## src/rtl/shift_seq_arbiter_if.sv

```systemverilog
// Request/response bundle between two client blocks and the shift sequencer.
// The sequencer takes the slave side; whoever drives the requests and
// consumes results takes the master side.
interface shift_seq_arbiter_if #(
  parameter int NBITS_DATA = 4,
  parameter int NBITS_AMT  = 3
);
  logic                  req0_valid;
  logic [NBITS_DATA-1:0] req0_data;
  logic [NBITS_AMT-1:0]  req0_amt;
  logic                  req0_ready;
  logic                  req1_valid;
  logic [NBITS_DATA-1:0] req1_data;
  logic [NBITS_AMT-1:0]  req1_amt;
  logic                  req1_ready;
  logic                  res_valid;
  logic [NBITS_DATA-1:0] res_data;
  logic                  res_id;
  logic                  res_ready;
  logic                  busy;

  modport slave (
    input  req0_valid, req0_data, req0_amt,
    input  req1_valid, req1_data, req1_amt,
    input  res_ready,
    output req0_ready, req1_ready,
    output res_valid, res_data, res_id, busy
  );

  modport master (
    output req0_valid, req0_data, req0_amt,
    output req1_valid, req1_data, req1_amt,
    output res_ready,
    input  req0_ready, req1_ready,
    input  res_valid, res_data, res_id, busy
  );
endinterface

```

## src/rtl/shift_seq_arbiter.sv

```systemverilog
// Two-requester arbiter and sequencer for the one-bit-per-cycle arithmetic
// shift-right datapath.
//
// Build option: define SHIFT_ARB_RR_EN for round-robin arbitration between the
// two requesters; otherwise requester 0 has fixed priority.
//
// state | meaning
// ------+---------------------------------------------------------------
// IDLE  | waiting; grants one valid requester and latches its operands
// SHIFT | one arithmetic right shift per cycle until the count runs out
// DONE  | result held on res_* until the consumer takes it
module shift_seq_arbiter #(
  parameter int NBITS_DATA = 4,
  parameter int NBITS_AMT  = 3
) (
  input logic                 clk,
  input logic                 reset,
  shift_seq_arbiter_if.slave  bus
);

  typedef enum logic [1:0] {IDLE, SHIFT, DONE} state_t;

  state_t                        state_q, state_d;
  logic signed [NBITS_DATA-1:0]  data_q, data_d;
  logic [NBITS_AMT-1:0]          cnt_q, cnt_d;
  logic                          id_q, id_d;
  logic                          grant;
  logic                          acc0, acc1;
`ifdef SHIFT_ARB_RR_EN
  // Last granted requester only matters when arbitration is round-robin.
  logic                          last_q, last_d;
`endif

  // Pick which requester would be served if the block is idle.
  always_comb begin
`ifdef SHIFT_ARB_RR_EN
    if (bus.req0_valid && bus.req1_valid) grant = ~last_q;
    else                                  grant = ~bus.req0_valid;
`else
    grant = ~bus.req0_valid;
`endif
  end

  // Readies are gated by reset so nothing looks accepted while held in reset.
  assign acc0 = reset && (state_q == IDLE) && !grant && bus.req0_valid;
  assign acc1 = reset && (state_q == IDLE) &&  grant && bus.req1_valid;

  assign bus.req0_ready = acc0;
  assign bus.req1_ready = acc1;
  assign bus.res_valid  = (state_q == DONE);
  assign bus.res_data   = data_q;
  assign bus.res_id     = id_q;
  assign bus.busy       = (state_q != IDLE);

  // Next-state and datapath update for the sequencer.
  always_comb begin
    state_d = state_q;
    data_d  = data_q;
    cnt_d   = cnt_q;
    id_d    = id_q;
`ifdef SHIFT_ARB_RR_EN
    last_d  = last_q;
`endif
    case (state_q)
      IDLE: begin
        if (acc0 || acc1) begin
          data_d = grant ? bus.req1_data : bus.req0_data;
          cnt_d  = grant ? bus.req1_amt  : bus.req0_amt;
          id_d   = grant;
`ifdef SHIFT_ARB_RR_EN
          last_d = grant;
`endif
          if ((grant ? bus.req1_amt : bus.req0_amt) == '0) state_d = DONE;
          else                                               state_d = SHIFT;
        end
      end
      SHIFT: begin
        data_d = data_q >>> 1;
        cnt_d  = cnt_q - 1'b1;
        // A zero count can't reach SHIFT, but treat it as the last shift too.
        if (cnt_q == NBITS_AMT'(1) || cnt_q == '0) state_d = DONE;
      end
      DONE: begin
        if (bus.res_ready) state_d = IDLE;
      end
      default: state_d = IDLE;
    endcase
  end

  // State registers; reset drops any in-flight request.
  always_ff @(posedge clk or negedge reset) begin
    if (!reset) begin
      state_q <= IDLE;
      data_q  <= '0;
      cnt_q   <= '0;
      id_q    <= 1'b0;
`ifdef SHIFT_ARB_RR_EN
      last_q  <= 1'b1;
`endif
    end else begin
      state_q <= state_d;
      data_q  <= data_d;
      cnt_q   <= cnt_d;
      id_q    <= id_d;
`ifdef SHIFT_ARB_RR_EN
      last_q  <= last_d;
`endif
    end
  end

endmodule
```

## src/flat_wrapper.sv

```systemverilog
// flat-port wrapper written by rule: the top's interface ports become plain ports
module shift_seq_arbiter_flat 
#(
  parameter int NBITS_DATA = 4,
  parameter int NBITS_AMT  = 3
)
  (clk, reset, bus_req0_valid, bus_req0_data, bus_req0_amt, bus_req1_valid, bus_req1_data, bus_req1_amt, bus_res_ready, bus_req0_ready, bus_req1_ready, bus_res_valid, bus_res_data, bus_res_id, bus_busy);
  shift_seq_arbiter_if #(.NBITS_DATA(NBITS_DATA), .NBITS_AMT(NBITS_AMT)) bus_i ();
  input logic clk;
  input logic reset;
  input wire logic [$bits(bus_i.req0_valid)-1:0] bus_req0_valid;
  input wire logic [$bits(bus_i.req0_data)-1:0] bus_req0_data;
  input wire logic [$bits(bus_i.req0_amt)-1:0] bus_req0_amt;
  input wire logic [$bits(bus_i.req1_valid)-1:0] bus_req1_valid;
  input wire logic [$bits(bus_i.req1_data)-1:0] bus_req1_data;
  input wire logic [$bits(bus_i.req1_amt)-1:0] bus_req1_amt;
  input wire logic [$bits(bus_i.res_ready)-1:0] bus_res_ready;
  output wire logic [$bits(bus_i.req0_ready)-1:0] bus_req0_ready;
  output wire logic [$bits(bus_i.req1_ready)-1:0] bus_req1_ready;
  output wire logic [$bits(bus_i.res_valid)-1:0] bus_res_valid;
  output wire logic [$bits(bus_i.res_data)-1:0] bus_res_data;
  output wire logic [$bits(bus_i.res_id)-1:0] bus_res_id;
  output wire logic [$bits(bus_i.busy)-1:0] bus_busy;
  assign bus_i.req0_valid = bus_req0_valid;
  assign bus_i.req0_data = bus_req0_data;
  assign bus_i.req0_amt = bus_req0_amt;
  assign bus_i.req1_valid = bus_req1_valid;
  assign bus_i.req1_data = bus_req1_data;
  assign bus_i.req1_amt = bus_req1_amt;
  assign bus_i.res_ready = bus_res_ready;
  assign bus_req0_ready = bus_i.req0_ready;
  assign bus_req1_ready = bus_i.req1_ready;
  assign bus_res_valid = bus_i.res_valid;
  assign bus_res_data = bus_i.res_data;
  assign bus_res_id = bus_i.res_id;
  assign bus_busy = bus_i.busy;
  shift_seq_arbiter #(.NBITS_DATA(NBITS_DATA), .NBITS_AMT(NBITS_AMT)) u_core (.clk(clk), .reset(reset), .bus(bus_i));
endmodule
```

## config.mk

```make
export PLATFORM = sky130hd
export DESIGN_NAME = shift_seq_arbiter_flat
export DESIGN_NICKNAME = d
export VERILOG_FILES = /design/src/rtl/shift_seq_arbiter_if.sv /design/src/rtl/shift_seq_arbiter.sv /design/src/flat_wrapper.sv
export SDC_FILE = /design/constraint.sdc
export NUM_CORES = 1
export LEC_CHECK = 0
export CORE_MARGIN = 5
export CORE_UTILIZATION = 40
export DETAILED_ROUTE_END_ITERATION = 16
export HOLD_SLACK_MARGIN = 0.05
export PLACE_DENSITY = 0.77
export SLEW_MARGIN = 20
export SYNTH_ARGS = -nofsm -noshare
export SYNTH_HDL_FRONTEND = slang
export SYNTH_SLANG_ARGS = --single-unit
export TNS_END_PERCENT = 5
```

## constraint.sdc

```tcl
create_clock -name clk -period 1.8 [get_ports clk]
set_input_delay 0.36 -clock clk [delete_from_list [all_inputs] [get_ports clk]]
set_output_delay 0.36 -clock clk [all_outputs]
set_load 0.02 [all_outputs]
```

Yosys cells after proc, flatten, opt, wreduce, memory -nomap -nowiden --
Index checks and enable logic that the tools add are counted.
Storage, ports and cells: bits in registers 10, output and inout bits 9, word-level logic and storage cells 41
Cells by class: $add $sub $neg 1, equality and inequality tests 6, mux-type cells 11, bitwise gates (word level) 2, reduce and logical (&&, ||, !) cells 16
Operators by type and width (count):
- $mux W2 | 4
- $mux W4 | 2
- $pmux W4 S2 | 1
- $logic_not A3 Y1 | 2
- $mux W3 | 2
- $pmux W2 S3 | 1
- $pmux W3 S2 | 1
- $reduce_and A3 Y1 | 2
- $logic_and A1 B1 Y1 | 5
- $ne A2 B2 Y1 const B | 2
- $reduce_and A2 Y1 | 2
- $reduce_bool A2 Y1 | 2
- $eq A3 B1 Y1 const B | 1
- $sub A3 B1 Y3 const B | 1
- $eq A2 B1 Y1 const B | 1
- $eq A2 B2 Y1 const B | 1
- $logic_not A2 Y1 | 1
- $logic_or A1 B1 Y1 | 2
- $ne A2 B1 Y1 const B | 1
- $not A1 Y1 | 2

Logic depth before layout (Yosys ltp) --
Gate-level depths: netlist (run 1).
depth after elaboration 7, depth in mapped cells 4

Worst setup path before layout (run 1) --
OpenSTA, ideal clock, no wires.
kind flip-flop to output port, from register u_core.state_q[0], to output port bus_req1_ready, data arrival time 1.099 ns, required time 1.440 ns, slack 0.341 ns, stages on the path, launching flop included 4, cell sequence dfrtp_1 -> nor3b_2 -> nand2_1 -> nor2_1
Between the ends: cells in the longest elaborated chain, start to end 4
RTL lines:
- start, declared | RTL line shift_seq_arbiter.sv:23 | state_t state_q, state_d;
- start signal, assigned | RTL line shift_seq_arbiter.sv:101 | state_q <= state_d;
- $logic_not A2 Y1 | RTL line shift_seq_arbiter.sv:46 | assign acc1 = reset && (state_q == IDLE) && grant && bus.req1_valid;
- $logic_and A1 B1 Y1 (3 in series) | RTL line shift_seq_arbiter.sv:46
- end, declared | RTL line flat_wrapper.sv:19 | output wire logic [$bits(bus_i.req1_ready)-1:0] bus_req1_ready;
Every way passes these cells.

Worst setup path after layout (run 1) --
from register u_core.state_q[0], to output port bus_busy
Between the ends: cells in the longest elaborated chain, start to end 1
RTL lines:
- $reduce_bool A2 Y1 | RTL line shift_seq_arbiter.sv:53 | assign bus.busy = (state_q != IDLE);
- end, declared | RTL line flat_wrapper.sv:23 | output wire logic [$bits(bus_i.busy)-1:0] bus_busy;
Every way passes these cells.

==> results of run 1 <==
[registers in the layout, summed over array words and instances (netlist names)]
register / count
u_core.state_q: 2
u_core.bus.res_id: 1
u_core.bus.res_data: 4
u_core.cnt_q: 3
[worst min-delay path by stage]
stage,end,slack (ns),cells after the start
floorplan,u_core.bus.res_data[0],0.06,0
global placement,u_core.bus.res_id,0.49,2
detailed placement,u_core.bus.res_data[3],0.51,1
CTS,u_core.bus.res_data[1],0.43,2
global route,u_core.bus.res_data[0],0.07,2
finish,u_core.bus.res_data[2],0.06,2
[power by group through the flow]
stage	clock [mW]	combinational (mW)	sequential (mW)
2_1_floorplan	0	0.386	0.480
3_3_place_gp	0	0.774	0.414
3_5_place_dp	0	0.800	0.421
4_1_cts	0.156	0.802	0.421
5_1_grt	0.171	0.876	0.435
6_report	0.154	0.796	0.424
[cell type report]
| cell class | instances | area, um2 |
|---|---|---|
| multi-input cells | 49 | 382 |
| flip-flops and latches | 10 | 250 |
| clock buffers | 3 | 22.5 |
| well taps | 16 | 20.0 |
| repair buffers | 37 | 339 |
| fillers | 133 | 503 |
| inverters | 2 | 7.51 |
[cell usage in the layout (no fill, tap or decap), types with 2 or more instances in the layout]
master and count:
a21oi_1 3, nand2b_1 2, nor2_1 5, buf_4 11, ha_1 3, a221o_1 2, inv_1 2, nor2b_1 2
mux2i_1 7, o221ai_1 3, a211oi_1 3, o211ai_1 2, dfrtp_1 10, clkbuf_4 3, nor3_1 3, nand2_1 2
clkdlybuf4s50_1 22, or2_2 2
[cells by family after synthesis]
kind of cell	share of synthesized area, %
AO/OA/AOI/OAI	20.4
multiplexers	10.9
adder cells (fa/ha/maj)	5.84
flip-flops	38.9
buffers and inverters	3.50
AND/OR/NAND/NOR	20.4
[routing by layer]
| metal | track usage [%] | routed length [um] | up-vias | share of wire (%) |
|---|---|---|---|---|
| li1 | - | - | 318 | - |
| met5 | 0 | 0 | - | 0 |
| met3 | 3.31 | 116 | 4 | 6.4 |
| met1 | 16.6 | 706 | 307 | 39 |
| met4 | 3.49 | 17 | 0 | 0.93 |
| met2 | 27.6 | 979 | 21 | 54 |
[critical path: cells and delay by family, from the launching register on]
kind                   cells  cell delay, ns
flip-flops                 1            0.41
buffers and inverters      2            0.45
AND/OR/NAND/NOR            1            0.28
[timing repair]
| item | 4_1_cts | 5_1_grt |
|---|---|---|
| resized for setup | 12 | 4 |
| pin swaps | 1 | 2 |
| hold endpoints to repair | 0 | 0 |
| setup endpoints to repair | 4 | 3 |
| cloned | 0 | 0 |
==> metrics.md, run 1 <==
| Metric | Value |
|---|---|
| Synth Flop Type | dfrtp_1 |
| Synth area leaders | dfrtp_1 39%, mux2i_1 11%, ha_1 5.8% |
| Post-Route Setup TNS | 0 ns |
| Post-layout util | about two thirds |
| Worst Hold Class | in2async |
| Leakage Power | ~0.47 nW |
| Crit end category | primary output |
| Die X | between 50 and 60 um |
| Drt total wl | 1.82 mm |
| Die ar. | 2510 um2 |
| R2r worst-path depth | 4 |
| CTS tree | yes |
| Total power | 1.37 mW |
| Tot GR Track Use | ~15% |
| Final Hold Vio Count | 0 |
| Clock tree root driver cell | clkbuf_4 |
| Final std cell area, no fill | approximately 1000 um2 |
| Pint | just over 0.8 mW |
| ANT nets after route | 0 |
| Unique masters post-synth | 27 |
| Comb pwr share | slightly below 60% |
| Final HPWL DP | 1.51 mm |
| Max Freq | about 570 MHz |
| Pwr dens | ~1300 nW/um2 |
| Leading area contributor after synthesis | dfrtp_1 |
| Seq cells post-synth | 10 |
| Antenna diode count | 0 |
| Yosys top cell area share | 38.9% |
| Initial core utilization | a little over two fifths |
| Pins Over Slew Limit | 0 |
| Total CTS buffers | 3 |
| Synth Warn # | 0 |
| Largest net degree at the start of global routing | 12 |
| Vias after detailed routing | 650 |
| Clk network pwr share | ~11% |
| CORE AREA | about 1500 um2 |
| DR WL/cell | approximately 16 um |
| Slew headroom | between 70 and 80% |
| CP Capture Point | bus_busy |
| Startpoint types | flop |
| EDFF count, synth | 0 |
| R2R setup slack | 0.33 ns |
| Setup Skew | 0.0134 ns |
| Gpl congestion | 0.778 |
| Post-synthesis sequential area ratio | between 30% and 40% |
| Syn_nets | 86 |
| Count leader, synth | dfrtp_1 |
| Antenna violations before repair | 0 |
| Setup ws final | approximately 0.052 ns |
| Post-synth top cells | 10 x dfrtp_1, 7 x mux2i_1, 5 x nor2_1 |
| Placed cells | around 110 |
| Worst-path clk slew | approximately 0.07 ns |
| Status | finished clean |
| Switching Fraction | between 40% and 50% |
| Number of global-route vias before repair | between 600 and 700 |
| Total setup buffers inserted after CTS | 0 |
| Max cap viols | 0 |
| Layout net count | ~130 |
| Port bufs | 27 |
| Final setup vio count | 0 |
| Fraction of registers with async set/reset | 100% |
| Synth Instances | between 60 and 70 |
| Synthesis-to-layout area growth | 58.8% |
| H-tree depth | 1 |
| RSZ-0062 raised after global routing | false |
| Worst VDD drop | slightly below 0.7 mV |
| Crit-path cells | buf_4 -> or2_2 -> clkdlybuf4s15_1 |
| R2R Path Start | u_core.state_q[0] |
| Avg Inst Size Synth | ~10 um2 |
| Finished Layout Cells | between 100 and 150 |
| Clock latency on the worst-skew pair | between 0.2 and 0.3 ns |
| Gr ovfl total | 0 |
| First-pass GRT wire length | between 2 and 3 mm |
| DRC | 0 |
| R2r endpoint | u_core.cnt_q[0] |
| Clock tree buffer depth | 2 |
| Post-place instance area | around 990 um2 |
| Switching power | 0.555 mW |
| Std-Cell Rows | 14 |
| Critical Path Fanout Max | 5 |
| CTS Hold Bufs | 0 |
| Ports | 28 |
| Arr. time, crit path | 1.39 ns |
| Layout cell share with drive strength beyond 1 | between 20 and 25% |
| Crit path required time | roughly 1.4 ns |
| Drt pass-1 iters | 4 |
| CTS Sinks | 10 |
| Mapped Area | between 600 and 700 um2 |
| Final Cycle Share | between 90% and 100% |
| Setup WS pre-CTS | -0.500 ns |
| Hold slack | 0.0581 ns |
| Setup CP Type | reg2out |
| Slowest cell delay on critical path | slightly above 0.4 ns |
| Drt initial violations | 6 |
| CP startpoint | u_core.state_q[0] |
| Worst-Margin Slew | between 0.3 and 0.4 ns |
| Flop pwr share | a little under a third |
| Vias per cell | about 5.6 |
| Critical-path top delay cell | dfrtp_1 |
| Period minus WS final | between 1.5 and 2 ns |
| Die Ht | 50.1 um |
(Power assumes the default switching activity.)
==> inputs of run 2 (changes only) <==
--- a/config.mk
+++ b/config.mk
@@ -14,4 +14,4 @@
 export SYNTH_ARGS = -nofsm -noshare
 export SYNTH_HDL_FRONTEND = slang
 export SYNTH_SLANG_ARGS = --single-unit
-export TNS_END_PERCENT = 5
+export TNS_END_PERCENT = 30
==> results of run 2 <==
No change in the layout: final DEF, timing and power equal those of run 1.
==> inputs of run 3 (changes only) <==
--- a/config.mk
+++ b/config.mk
@@ -5,11 +5,11 @@
 export SDC_FILE = /design/constraint.sdc
 export NUM_CORES = 1
 export LEC_CHECK = 0
-export CORE_MARGIN = 5
 export CORE_UTILIZATION = 40
 export DETAILED_ROUTE_END_ITERATION = 16
 export HOLD_SLACK_MARGIN = 0.05
 export PLACE_DENSITY = 0.77
+export SKIP_LAST_GASP = 1
 export SLEW_MARGIN = 20
 export SYNTH_ARGS = -nofsm -noshare
 export SYNTH_HDL_FRONTEND = slang
==> metrics.md, run 3 (same netlist as run 1, synthesis figures left out) <==
| Metric | Value |
|---|---|
| First-pass GRT wire length | 3.02 mm (was 2.93 mm) |
| CTS Hold Bufs | 0 (unchanged) |
| Crit path required time | 1.44 ns (about the same) |
| Die Ht | 42.1 um (was 50.1 um) |
| Final HPWL DP | 1.42 mm (was 1.51 mm) |
| Final std cell area, no fill | 1020 um2 (unchanged) |
| Layout cell share with drive strength beyond 1 | 16.8% (was 20.8%) |
| Clock latency on the worst-skew pair | 0.29 ns (was 0.27 ns) |
| Worst-Margin Slew | 0.360 ns (was 0.330 ns) |
| Setup Skew | 0.00847 ns (was 0.0134 ns) |
| Drt total wl | 1.81 mm (was 1.82 mm) |
| CTS tree | yes (unchanged) |
| Total CTS buffers | 3 (unchanged) |
| Antenna diode count | 0 (unchanged) |
| Tot GR Track Use | 23.5% (was 14.8%) |
| DRC | 0 (unchanged) |
| Total setup buffers inserted after CTS | 0 (unchanged) |
| Gpl congestion | 0.804 (was 0.778) |
| Ports | 28 (unchanged) |
| Commonest non-fill, non-tap cell in the layout | clkdlybuf4s50_1 (unchanged) |
| RSZ-0062 raised after global routing | true (was false) |
| Std-Cell Rows | 14 (unchanged) |
| Status | complete, but fails checks (was finished clean) |
| Final setup vio count | 2 (was 0) |
| ANT nets after route | 0 (unchanged) |
| Setup WS pre-CTS | -0.440 ns (was -0.500 ns) |
| Worst Hold Class | in2async (unchanged) |
| Failing checks | negative setup slack |
| Slowest cell delay on critical path | 0.47 ns (was 0.41 ns) |
| Largest net degree at the start of global routing | 12 (unchanged) |
| Drt pass-1 iters | 4 (unchanged) |
| Layout net count | 124 (was 125) |
| H-tree depth | 1 (unchanged) |
| Period minus WS final | 1.97 ns (was 1.75 ns) |
| Die X | 42.1 um (was 50.1 um) |
| Top Usage Layer GRT | met2 (unchanged) |
| Critical Path Fanout Max | 3 (was 5) |
| Drt initial violations | 11 (was 6) |
| Crit-path cells | clkdlybuf4s50_1 -> nor3b_2 -> and2_1 -> dlygate4sd2_1 (was buf_4 -> or2_2 -> clkdlybuf4s15_1) |
| Setup CP Type | in2out (was reg2out) |
| Total power | 1.42 mW (was 1.37 mW) |
| Met3 usage | 6.47% (was 3.31%) |
| Critical-path top delay cell | clkdlybuf4s50_1 (was dfrtp_1) |
| Number of global-route vias before repair | 645 (was 683) |
| Worst VDD drop | 0.690 mV (was 0.688 mV) |
| Arr. time, crit path | 1.61 ns (was 1.39 ns) |
| Worst Path Buf+Inv | 2 (unchanged) |
| Hold slack | 0.374 ns (was 0.0581 ns) |
| # fillers | 111 (was 133) |
| Met2 Usage GRT | 37.5% (was 27.6%) |
| Antenna violations before repair | 0 (unchanged) |
| Multi-input gate area | 370 um2 (was 382 um2) |
| Most frequent cells in the layout | 23 x clkdlybuf4s50_1, 10 x dfrtp_1, 9 x buf_4, 7 x mux2i_1, 5 x nor2_1 (was 22 x clkdlybuf4s50_1, 11 x buf_4, 10 x dfrtp_1, 7 x mux2i_1, 5 x nor2_1) |
| Synthesis-to-layout area growth | 58.8% (unchanged) |
| Placed cells | 113 (was 114) |
| Number of flip-flops in the largest register | 4 (unchanged) |
| Final Hold Vio Count | 0 (unchanged) |
| Finished Layout Cells | 117 (unchanged) |
| Gr ovfl total | 0 (unchanged) |
| Pwr dens | 1390 nW/um2 (was 1350 nW/um2) |
| Setup ws final | -0.172 ns (was 0.0523 ns) |
| Port bufs | 27 (unchanged) |
| Post-layout util | 67.8% (was 67.0%) |
| Sequential cell area | 250 um2 (unchanged) |
| Clock tree root driver cell | clkbuf_4 (unchanged) |
| Met1 Usage GRT | 29.4% (was 16.6%) |
| Crit end category | primary output (unchanged) |
| Clock tree buffer depth | 2 (unchanged) |
| Leakage Power | 0.484 nW (was 0.474 nW) |
| DR WL/cell | 15.5 um (about the same) |
| Die ar. | 1770 um2 (was 2510 um2) |
| Post-Route Setup TNS | -0.306 ns (was 0 ns) |
| Top cell family by delay on the critical path | buffers and inverters (unchanged) |
| Max cap viols | 0 (unchanged) |
| Vias after detailed routing | 650 (unchanged) |
| Pins Over Slew Limit | 0 (unchanged) |
| Max Freq | 507 MHz (was 572 MHz) |
| Startpoint types | input pin (was flop) |
| Vias per cell | 5.56 (unchanged) |
| CTS Sinks | 10 (unchanged) |
| Final Cycle Share | 110% (was 97.1%) |
| Initial core utilization | 42.7% (was 42.2%) |
| Post-place instance area | 986 um2 (was 993 um2) |
| Slew headroom | 75.9% (was 78.0%) |
| Worst-path clk slew | 0.09 ns (was 0.07 ns) |
| CORE AREA | 1510 um2 (was 1520 um2) |
[run 3: cell count changes in the layout (fill, tap and decap cells not counted)]
cell,previous run,this run
and2_4,1,0
clkdlybuf4s15_1,1,0
nor3b_4,1,0
dlygate4sd2_1,1,3
or3b_4,1,0
buf_4,11,9
clkdlybuf4s50_1,22,23
clkbuf_8,0,1
buf_2,1,0
nor3b_2,0,1
or3b_1,0,1
and2_1,0,1
[run 3: worst register-to-register path: stages (launching register included)]
cell and delay, ns:
dfrtp_1 0.40, buf_4 0.15, or3b_1 0.50, o211ai_1 0.23
o221ai_1 0.14
[run 3: routing by layer]
| layer | vias to the layer above | share of wire [%] |
|---|---|---|
| li1 | 317 | - |
| met2 | 18 | 47 |
| met1 | 312 | 47 |
| met5 | - | 0 |
| met3 | 3 | 4.2 |
| met4 | 0 | 1.9 |
[run 3: power by group]
part	total, mW	switching (mW)	internal [mW]
clock	0.228	0.105	0.123
sequential	0.416	0.0805	0.336
combinational	0.778	0.388	0.390
total	1.42	0.573	0.849
[run 3: layout make-up]
cell class | instances | share of cell area (%)
Sequential cell | 10 | 24.5
Clock buffer | 4 | 3.55
Timing Repair Buffer | 36 | 33.0
Tap cell | 16 | 1.96
Multi-Input combinational cell | 49 | 36.3
Inverter | 2 | 0.735
[run 3: path summary, 6_finish.rpt]
| check | from | end | slack [ns] | cells after the start |
|---|---|---|---|---|
| worst max-delay path | reset | bus_req0_ready | -0.17 | 4 |
| worst min register to register | u_core.bus.res_id | u_core.bus.res_id | 0.52 | 2 |
| min in group clk | u_core.bus.res_id | u_core.bus.res_id | 0.52 | 2 |
| worst max register to register | u_core.state_q[0] | u_core.cnt_q[0] | 0.25 | 4 |
| max in group asynchronous | reset | u_core.bus.res_data[1] | 1.26 | 2 |
| worst min-delay path | reset | u_core.bus.res_data[2] | 0.37 | 2 |
[run 3: what timing repair did]
action / in CTS / in global routing
endpoints found under the setup margin: 4 / 5
cloned: 0 / 0
gates resized for setup: 3 / 1
